==> src/rtl/cpu_state_streamer.sv <==
// Debug snapshot streamer: on trigger, stalls the CPU and emits one valid/ready frame
// made of a header beat, the captured PC and every architectural register in order.
module cpu_state_streamer #(
    parameter int unsigned NUM_REGS = 32,
    parameter logic [7:0]  MAGIC    = 8'hA5,
    parameter int unsigned SEQ_W    = 16
) (
    input  logic        clk_i,
    input  logic        rst_i,
    input  logic        enable_i,
    input  logic        trigger_i,
    input  logic [31:0] pc_i,
    output logic [4:0]  rf_addr_o,
    input  logic [31:0] rf_data_i,
    output logic        stall_o,
    output logic [31:0] data_o,
    output logic        valid_o,
    input  logic        ready_i,
    output logic        last_o,
    output logic        busy_o,
    output logic [7:0]  drop_cnt_o
);

    localparam int unsigned DATA_W = 32;
    localparam int unsigned IDX_W  = 6;
    localparam int unsigned ADDR_W = 5;
    localparam int unsigned CNT_W  = 8;

    typedef enum logic [1:0] {
        IDLE = 2'd0,
        HDR  = 2'd1,
        PCB  = 2'd2,
        REGS = 2'd3
    } state_e;

    state_e              state_q, state_d;
    logic [SEQ_W-1:0]    seq_q, seq_d;
    logic [IDX_W-1:0]    idx_q, idx_d;
    logic [DATA_W-1:0]   pc_q, pc_d;
    logic [DATA_W-1:0]   data_q, data_d;
    logic [ADDR_W-1:0]   rf_addr_q, rf_addr_d;
    logic                valid_q, valid_d;
    logic                last_q, last_d;
    logic                busy_q, busy_d;
    logic                stall_q, stall_d;
    logic [CNT_W-1:0]    drop_q, drop_d;

    logic                hs;
    logic                start;
    logic [IDX_W-1:0]    idx_nxt;

    assign hs      = valid_q & ready_i;
    assign start   = trigger_i & enable_i;
    assign idx_nxt = idx_q + IDX_W'(1);

    // Next-state and datapath loads
    always_comb begin
        state_d   = state_q;
        seq_d     = seq_q;
        idx_d     = idx_q;
        pc_d      = pc_q;
        data_d    = data_q;
        rf_addr_d = rf_addr_q;
        valid_d   = valid_q;
        last_d    = last_q;
        busy_d    = busy_q;
        stall_d   = stall_q;
        drop_d    = drop_q;

        case (state_q)
            IDLE: begin
                if (start) begin
                    state_d   = HDR;
                    pc_d      = pc_i;
                    data_d    = {MAGIC, 24'(seq_q)};
                    valid_d   = 1'b1;
                    busy_d    = 1'b1;
                    stall_d   = 1'b1;
                    last_d    = 1'b0;
                    idx_d     = '0;
                    rf_addr_d = '0;
                end
            end
            HDR: begin
                if (hs) begin
                    state_d = PCB;
                    data_d  = pc_q;
                end
            end
            PCB: begin
                if (hs) begin
                    state_d   = REGS;
                    data_d    = rf_data_i;
                    idx_d     = IDX_W'(1);
                    last_d    = (NUM_REGS == 1);
                    rf_addr_d = (NUM_REGS > 1) ? ADDR_W'(1) : '0;
                end
            end
            REGS: begin
                if (hs) begin
                    if (idx_q < IDX_W'(NUM_REGS)) begin
                        data_d    = rf_data_i;
                        idx_d     = idx_nxt;
                        last_d    = (idx_q == IDX_W'(NUM_REGS - 1));
                        rf_addr_d = (idx_nxt < IDX_W'(NUM_REGS)) ? idx_nxt[ADDR_W-1:0] : '0;
                    end else begin
                        // Last beat accepted: release the CPU and close the frame
                        state_d   = IDLE;
                        valid_d   = 1'b0;
                        last_d    = 1'b0;
                        busy_d    = 1'b0;
                        stall_d   = 1'b0;
                        idx_d     = '0;
                        rf_addr_d = '0;
                        seq_d     = seq_q + SEQ_W'(1);
                    end
                end
            end
            default: state_d = IDLE;
        endcase

        // Any request that cannot start a frame this cycle is a drop
        if (start && (state_q != IDLE) && (drop_q != {CNT_W{1'b1}})) begin
            drop_d = drop_q + CNT_W'(1);
        end
    end

    always_ff @(posedge clk_i or negedge rst_i) begin
        if (!rst_i) begin
            state_q   <= IDLE;
            seq_q     <= '0;
            idx_q     <= '0;
            pc_q      <= '0;
            data_q    <= '0;
            rf_addr_q <= '0;
            valid_q   <= 1'b0;
            last_q    <= 1'b0;
            busy_q    <= 1'b0;
            stall_q   <= 1'b0;
            drop_q    <= '0;
        end else begin
            state_q   <= state_d;
            seq_q     <= seq_d;
            idx_q     <= idx_d;
            pc_q      <= pc_d;
            data_q    <= data_d;
            rf_addr_q <= rf_addr_d;
            valid_q   <= valid_d;
            last_q    <= last_d;
            busy_q    <= busy_d;
            stall_q   <= stall_d;
            drop_q    <= drop_d;
        end
    end

    assign rf_addr_o  = rf_addr_q;
    assign stall_o    = stall_q;
    assign data_o     = data_q;
    assign valid_o    = valid_q;
    assign last_o     = last_q;
    assign busy_o     = busy_q;
    assign drop_cnt_o = drop_q;

endmodule

==> config.mk <==
export PLATFORM = sky130hd
export DESIGN_NAME = cpu_state_streamer
export DESIGN_NICKNAME = d
export VERILOG_FILES = /design/src/rtl/cpu_state_streamer.sv
export SDC_FILE = /design/constraint.sdc
export NUM_CORES = 1
export LEC_CHECK = 0
export ABC_CLOCK_PERIOD_IN_PS = 3300
export BUFFER_PORTS_ARGS = -buffer_cell sky130_fd_sc_hd__buf_2
export CAP_MARGIN = 25
export CORE_MARGIN = 2
export CORE_UTILIZATION = 30
export DETAILED_ROUTE_END_ITERATION = 8
export HOLD_SLACK_MARGIN = 0.05
export PLACE_DENSITY = 0.48
export SYNTH_ARGS = -nofsm -noshare
export SYNTH_HDL_FRONTEND = slang
export SYNTH_SLANG_ARGS = --single-unit
==> constraint.sdc <==
create_clock -name clk_i -period 3.3 [get_ports clk_i]
set_input_delay 0.33 -clock clk_i [delete_from_list [all_inputs] [get_ports clk_i]]
set_output_delay 0.33 -clock clk_i [all_outputs]
set_load 0.02 [all_outputs]
# --- Yosys cells after proc, flatten, opt, wreduce, memory -nomap -nowiden ---
# Cells that the tools add are included.
op_classes:
  addsub: 3
  magnitude_cmp: 2
  eq_ne: 11
  n_mux: 32
  bitwise_logic: 3
  reduce_logical: 12
op_table:
  columns: ["op", "count"]
  rows:
  - ["$mux 32", 5]
  - ["$pmux 32 s4", 1]
  - ["$mux 5", 5]
  - ["$mux 6", 4]
  - ["$pmux 6 s3", 1]
  - ["$add 16x1->16 const B", 1]
  - ["$pmux 5 s3", 1]
  - ["$lt 6x6->1 const B", 2]
  - ["$ne 2x2->1 const B", 6]
  - ["$mux 2", 5]
  - ["$reduce_and 5->1", 2]
  - ["$add 8x1->8 const B", 1]
  - ["$ne 8x8->1 const B", 1]
  - ["$pmux 2 s4", 1]
  - ["$reduce_and 4->1", 2]
  - ["$mux 1", 7]
  - ["$add 6x1->6 const B", 1]
  - ["$eq 6x5->1 const B", 1]
  - ["$eq 2x2->1 const B", 2]
  - ["$reduce_bool 2->1", 2]
  - ["$pmux 1 s3", 1]
  - ["$reduce_and 3->1", 1]
  - ["$reduce_bool 3->1", 1]
  - ["$and 1x1->1", 2]
  - ["6 further kinds", 7]
totals:
  ff_bits: 103
  inputBits: 69

# --- Longest topological paths before layout ---
# Gate-level depths: netlist (run 1).
logic_depth:
  word_depth: 6
  mapped_depth: 9

# --- Worst setup path before layout (run 1) ---
# Ideal clock, no wire load.
synth_timing:
  kind: "register to register"
  startpoint: "reg state_q[1]"
  endpoint: "reg data_q[10], in the netlist data_o[10]"
  setup_ns: 0.092
  arrival_time_ns: 1.916
  required_ns: 3.208
  setup_slack_ns: 1.293
  path_stages_with_launch: 9
  path_buffers: 3
  cell_sequence: "dfrtp_1 -> inv_1 -> ha_1 -> clkbuf_2 -> or3_1 -> a221o_1 -> buf_6 -> buf_6 -> o31ai_2"
synth_between:
  elab_chain_cells: 3
synth_lines:
  columns: ["element", "line", "text"]
  rows:
  - ["start, declared", "36", "state_e state_q, state_d;"]
  - ["start signal, assigned", "142", "state_q <= state_d;"]
  - ["$eq 2x2->1, or another cell as far along", "70", "case (state_q)"]
  - ["$ne 2x2->1 (no line)", null, null]
  - ["$reduce_and 5->1 (no line)", null, null]
  - ["end signal, assigned", "146", "data_q <= data_d;"]
  - ["end, declared", "40", "logic [DATA_W-1:0] data_q, data_d;"]
# Several ways; a longest one is shown, not always the timed one.
# A chain may end at the register's enable or synchronous reset.

# --- Worst setup path after layout (run 1) ---
layout_timing:
  startpoint: "reg state_q[0]"
  endpoint: "reg data_q[1], in the netlist data_o[1]"
# The elaborated chain is that of the path after synthesis.

==> run_results.csv, run 1 <==
group,metric,value,unit
run_status,status,"complete, no violations",
routing,dr.first_iter.drc_count,168,
setup_path,cp_slowest_stage_delay,690,ps
floorplan,coreArea,15800,sq um
setup_path,path_cells,"ha_1 > or3_1 > a221o_2 > buf_4 > o31ai_1",
clocking,cts_setup_buffers,0,
grt,first_global_vias,3439,
sta,finalHoldViolCount,0,
routing,vias,3468,
routing,ant_nets,0,
clocking,h-tree-depth,3,
setup_path,crit_path_end_kind,"register",
setup_path,r2r-start,"state_q[0]",
final_layout,seqCellArea,2550,sq um
sta,worstMarginPinSlew,836,ps
final_layout,drive_gt1_share,37.6,%
sta,slew_violations,0,
sta,setup_ws,751,ps
clocking,hold_buffers,0,
yosys,synth-warning-count,0,
routing,wl,11500,microns
placed_design,dp_slack,779,ps
grt,overflow,0,
sta,finalSetupTns,0,ps
sta,max_freq,0.392,GHz
setup_path,path_class,"register to register",
setup_path,crit_fanout,41,
clocking,numClockSinks,102,
yosys,syn_area,4790,sq um
sta,slew_headroom,44.3,%
final_layout,syn2layout_area_growth,23.0,%
clocking,clkSlewWorstSetupHoldPaths,70,ps
grt,grt_pass1_wl,18200,microns
setup_path,critical_path_required,3550,ps
yosys,syn_nets,495,
power,power_density,923,nW/um^2
clocking,cts_buffer_depth,2,
placed_design,gp_congestion,0.771,
power,ir_drop,321,uV
sta,finClkSkew,7.21,ps
yosys,yosysSeqAreaShare,53.3,%
grt,grt_max_degree,58,
sta,rsz0062_at_grt,"false",
floorplan,die_h,130,microns
clocking,cts_root_buf,"clkbuf_16",
grt,antenna_found_initial,0,
setup_path,r2r_cells,5,
yosys,avgSynthCellArea,11.5,sq um
routing,viasPerCell,4.69,
floorplan,rows,46,
placed_design,dpl.hpwl,7780,microns
sta,fin_crit_sh,77.2,%
placed_design,io_buffers,117,
sta,fin_hold_ws,54.0,ps
clocking,clk_latency,340,ps
yosys,synth_cells,417,
floorplan,dieArea,17000,sq um
setup_path,crit_arrival,2800,ps
final_layout,final_nets,597,
clocking,post_cts_resized,0,
setup_path,critPathTopFamily,"compound AO/OA/AOI/OAI gates",
sta,period_needed,2550,ps
clocking,numCtsBuffers,9,
grt,grt_use_total,13.9,%
setup_path,crit_buf_inv,1,
final_layout,multi_input_area,2060,sq um
floorplan,start_util,30.4,%
setup_path,crit_slowest_cell,"a221o_2",
floorplan,die_w,130,microns
setup_path,worstSetupStartpointType,"register",
routing,wl_per_cell,15.5,microns
routing,drt_pass1_iterations,4,
flow_run,cap_violations,0,
setup_path,r2r_setup_slack,750,ps
final_layout,diodes,0,
yosys,ys_types,35,
yosys,ys_ff_latch,102,
final_layout,fillers,1626,
setup_path,r2r_end,"data_o[1]",
power,p_leak,0.00275,uW
floorplan,top_level_ports,118,
clocking,cts_tree,"yes",
hold_path,hold_path_class,"input pin to asynchronous set/reset pin",
sta,setup_violations,0,
routing,drc,0,
==> layer usage <==
metal	share of wire (%)	vias up	GRT usage, %
met2	46	64	21.2
met3	4.5	5	3.73
li1	-	1697	-
met4	0.70	0	5.07
met5	0	-	0
met1	48	1702	19.2
==> flip-flops by register name, summed over array words and instances (netlist names) <==
signal      flops
stall_o         1
rf_addr_o       5
data_o         32
last_o          1
pc_q           32
drop_cnt_o      8
state_q         2
seq_q          16
idx_q           5
==> Yosys cell counts <==
| cell | number | area share, % |
|---|---|---|
| a21o_1 | 2 | 0.31 |
| a221o_1 | 1 | 0.21 |
| a221oi_1 | 21 | 3.8 |
| a22o_1 | 4 | 0.73 |
| a22oi_1 | 12 | 1.9 |
| a311o_1 | 1 | 0.21 |
| and2_1 | 2 | 0.26 |
| and4_1 | 3 | 0.55 |
| buf_1 | 2 | 0.16 |
| buf_2 | 6 | 0.63 |
| buf_4 | 3 | 0.47 |
| buf_6 | 4 | 0.94 |
| clkbuf_1 | 15 | 1.2 |
| clkbuf_2 | 1 | 0.10 |
| dfrtp_1 | 102 | 53 |
| ha_1 | 9 | 2.4 |
| inv_1 | 5 | 0.39 |
| mux2_2 | 33 | 7.8 |
| nand2_1 | 61 | 4.8 |
| nand2b_1 | 2 | 0.26 |
| nand3_1 | 10 | 1.0 |
| nand4_1 | 6 | 0.78 |
| nor2_1 | 14 | 1.1 |
| nor2b_1 | 18 | 2.4 |
| nor3_1 | 1 | 0.10 |
| nor4_1 | 3 | 0.39 |
| o211ai_1 | 1 | 0.16 |
| o21ai_0 | 13 | 1.4 |
| o31ai_1 | 13 | 2.0 |
| o31ai_2 | 20 | 5.2 |
| or2_2 | 2 | 0.26 |
| or3_1 | 1 | 0.13 |
| or3b_2 | 1 | 0.18 |
| xnor2_1 | 13 | 2.4 |
| xor2_1 | 12 | 2.2 |
==> how the worst max path moves through the flow <==
stage | from | endpoint | slack (ps) | cells after the start
6_report | state_q[0] | data_o[1] | 750 | 5
3_5_place_dp | state_q[0] | data_o[3] | 780 | 5
3_3_place_gp | state_q[0] | data_o[3] | 840 | 5
2_1_floorplan | state_q[1] | data_o[10] | 1290 | 8
5_1_grt | state_q[0] | data_o[3] | 590 | 5
4_1_cts | state_q[0] | data_o[3] | 740 | 5
==> worst reg2reg max path: stages, from the launching register on <==
cell	delay [ps]
dfrtp_1	410
ha_1	320
or3_1	410
a221o_2	690
buf_4	360
o31ai_1	270
==> cells by family after synthesis <==
| family | Yosys count | synth area share, % |
|---|---|---|
| compound gates | 88 | 16.0 |
| buf+inv | 36 | 3.87 |
| fa+ha+maj | 9 | 2.35 |
| flops | 102 | 53.3 |
| simple gates | 124 | 12.2 |
| mux | 33 | 7.76 |
| xor+xnor | 25 | 4.57 |
==> cells in the final DEF (no fill, tap or decap), types with 2 or more instances in the layout <==
master     netlist  routed
a21o_1           2       2
a221oi_1        21      21
a22o_1           4       4
a22oi_1         12      12
and2_1           2       2
and4_1           3       3
buf_12           0       2
buf_2            6     116
buf_4            3       3
clkbuf_16        0       9
clkbuf_8         0       4
clkinv_2         0       2
dfrtp_1        102     102
ha_1             9       8
inv_1            5       5
mux2_2          33      33
nand2_1         61      61
nand2b_1         2       2
nand3_1         10       9
nand4_1          6       6
nor2_1          14      14
nor2b_1         18      18
nor4_1           3       3
o21ai_0         13      13
o31ai_1         13      13
o31ai_2         20      20
or2_2            2       2
xnor2_1         13      13
xor2_1          12      12
==> layout make-up <==
cell class / count / area share (%)
Clock inverter: 3 / 0.679
Tap cell: 216 / 4.59
Clock buffer: 13 / 4.76
Sequential cell: 102 / 43.3
Inverter: 5 / 0.318
Multi-Input combinational cell: 279 / 35.0
Timing Repair Buffer: 122 / 11.4
==> metrics by stage <==
stage               cell area [sq um]  power, uW  util [%]  instances
finish                           5890       5440      37.4        740
global route                     5890       5860      37.4        740
CTS                              5850       5500      37.1        738
detailed placement               5530       4340      35.0        722
global placement                 5530       4270      35.0        722
floorplan                        4790       3740         -        417
==> report_power, final <==
part / internal, uW / switching [uW]
registers: 1690 / 263
clock network: 669 / 465
logic: 933 / 1420
total: 3290 / 2150
Note: power is estimated with default switching activity, not from simulation.
==> run 2: changes to the inputs <==
Settings changed: ABC_AREA set to 1, ABC_CLOCK_PERIOD_IN_PS 3300 to 2340, PLACE_DENSITY 0.48 to 0.49.
Clock period 3.3 ns to 2.34 ns, I/O delays scaled along.
==> run 2 against run 1 <==
Net effect: routed wire length rose by 20%; cell count increased by 22%; die area grew 4.7%; clock skew hardly changed; setup slack got worse by 370 ps; register-to-register slack worse by 370 ps; sequential share of layout area down 2.1 points; critical path type unchanged; critical endpoint is now pc_q[20].
==> run_results.csv, run 2 <==
group,metric,value,unit
yosys,syn_area,5020,sq um
grt,met1_usage,21.0,%
floorplan,coreArea,16500,sq um
grt,grt_use_total,16.2,%
sta,finClkSkew,7.29,ps
placed_design,dp_cells,889,
routing,dr.first_iter.drc_count,195,
final_layout,most-common-layout-cells,"nand2_1 (156), buf_2 (116), dfrtp_1 (102), inv_1 (48), o21ai_0 (47)",
final_layout,fin_util,37.6,%
clocking,clkSlewWorstSetupHoldPaths,70,ps
floorplan,rows,47,
yosys,yosysTopAreaCell,"dfrtp_1",
setup_path,path_class,"register to register",
yosys,avgSynthCellArea,8.84,sq um
placed_design,dpl.hpwl,9950,microns
final_layout,final_common_cell,"nand2_1",
grt,busiest_layer,"met2",
grt,overflow,0,
sta,finalHoldViolCount,0,
setup_path,critPathLaunch,"state_q[0]",
sta,fin_crit_sh,83.7,%
clocking,cts_setup_buffers,0,
power,ir_drop,431,uV
clocking,cts_root_buf,"clkbuf_16",
routing,vias,4208,
clocking,h-tree-depth,3,
sta,finalSetupTns,0,ps
sta,slew_violations,0,
setup_path,r2r_setup_slack,380,ps
yosys,synthArstFlopShare,100,%
routing,drt_pass1_iterations,4,
placed_design,gp_congestion,0.823,
clocking,clk_latency,350,ps
routing,wl,13800,microns
yosys,synthTopCellsByArea,"dfrtp_1 (51%), nand2_1 (12%), o21ai_0 (4.7%)",
hold_path,hold_path_class,"input pin to register",
sta,worstMarginPinSlew,629,ps
clocking,post_cts_resized,0,
setup_path,crit_path_end_kind,"register",
run_status,status,"complete, no violations",
floorplan,top_level_ports,118,
power,power_density,1260,nW/um^2
yosys,ys_types,32,
flow_run,cap_violations,0,
grt,first_global_vias,4336,
routing,drc,0,
clocking,cts_tree,"yes",
final_layout,final_nets,759,
sta,period_needed,1960,ps
grt,met2_usage,26.7,%
yosys,synth-warning-count,0,
power,p_leak,0.00333,uW
yosys,yosysMostFrequentCell,"nand2_1",
yosys,ys_ff_latch,102,
routing,wl_per_cell,15.2,microns
sta,fin_hold_ws,107,ps
grt,grt_max_degree,51,
setup_path,worstSetupStartpointType,"register",
floorplan,start_util,30.5,%
sta,rsz0062_at_grt,"false",
setup_path,crit_fanout,25,
yosys,ys_top_cells_by_count,"nand2_1 (156), dfrtp_1 (102), inv_1 (48)",
floorplan,die_w,133,microns
grt,grt_pass1_wl,22600,microns
grt,use_met3,3.88,%
floorplan,dieArea,17800,sq um
final_layout,drive_gt1_share,26.4,%
clocking,cts_buffer_depth,2,
setup_path,crit_arrival,2210,ps
setup_path,critical_path_required,2590,ps
yosys,synth_ff_type,"dfrtp_1",
setup_path,r2r-start,"state_q[0]",
floorplan,die_h,133,microns
final_layout,diodes,0,
final_layout,syn2layout_area_growth,23.2,%
grt,antenna_found_initial,1,
yosys,syn_nets,646,
yosys,synth_edf_count,0,
yosys,synth_cells,568,
routing,viasPerCell,4.64,
yosys,netlist.area_leader.share,50.8,%
yosys,yosysSeqAreaShare,50.8,%
placed_design,io_buffers,117,
clocking,numClockSinks,102,
final_layout,final_cells,906,
clocking,hold_buffers,1,
clocking,numCtsBuffers,9,
sta,max_freq,0.511,GHz
sta,setup_violations,0,
routing,ant_nets,0,
sta,slew_headroom,58.0,%
hold_path,worst_hold_startpoint,"pc_i[11]",
[run 2: cell count changes after synthesis, sizes merged, moves of 4 or more]
| cell | change |
|---|---|
| inv | +44 |
| nor2 | +19 |
| clkbuf | -6 |
| o21ai | +42 |
| a22o | -4 |
| a21oi | +30 |
| nand2 | +101 |
| mux2 | -13 |
| a221oi | -21 |
| nor2b | -18 |
| o211ai | +5 |
| nand3 | +19 |
| xnor2 | -9 |
| o31ai | -32 |
[run 2: kinds of logic after synthesis]
| family | Yosys count | share of synthesized area, % |
|---|---|---|
| buf+inv | 77 | 6.65 |
| mux | 20 | 4.49 |
| xor+xnor | 19 | 3.31 |
| flops | 102 | 50.8 |
| fa+ha+maj | 9 | 2.24 |
| compound gates | 106 | 11.8 |
| simple gates | 235 | 20.6 |
[run 2: per-layer routing]
metal | share of wire (%) | wire, microns
met5 | 0 | 0
met4 | 1.7 | 240
met3 | 5.8 | 798
met2 | 46 | 6410
met1 | 46 | 6340
[run 2: per-stage QoR]
stage	setup slack (ps)	power, uW	area (sq um)
4_1_cts	322	7950	6190
2_1_floorplan	809	5140	5020
5_1_grt	208	8480	6190
3_3_place_gp	429	6250	5860
3_5_place_dp	325	6320	5860
6_report	381	7820	6190
[run 2: final timing paths]
| path | to | cells after the start |
|---|---|---|
| hold reg to reg | seq_q[15] | 2 |
| setup reg to reg | pc_q[20] | 6 |
| hold / removal | pc_q[11] | 2 |
| max in group asynchronous | data_o[25] | 3 |
| min in group asynchronous | pc_q[4] | 2 |
| setup / recovery | pc_q[20] | 6 |
[run 2: layout make-up]
type	instances	area, sq um
Tap cell	220	275
Clock inverter	1	8.76
Fill cell	1750	10300
Inverter	49	184
Timing Repair Buffer	130	726
Sequential cell	102	2550
Clock buffer	15	308
Multi-Input combinational cell	389	2130
[run 2: worst max-delay path, stage by stage (launching register included)]
cell and delay, ps:
dfrtp_1 420, inv_1 110, ha_1 240, nand3_2 520
buf_12 380, nor2_1 120, a21oi_1 50
[run 2: power by group]
group          internal, uW  switching [uW]  leakage [uW]
clock network           900             684      0.000158
logic                  1240            2310       0.00192
registers              2370             318       0.00125
total                  4510            3310       0.00333
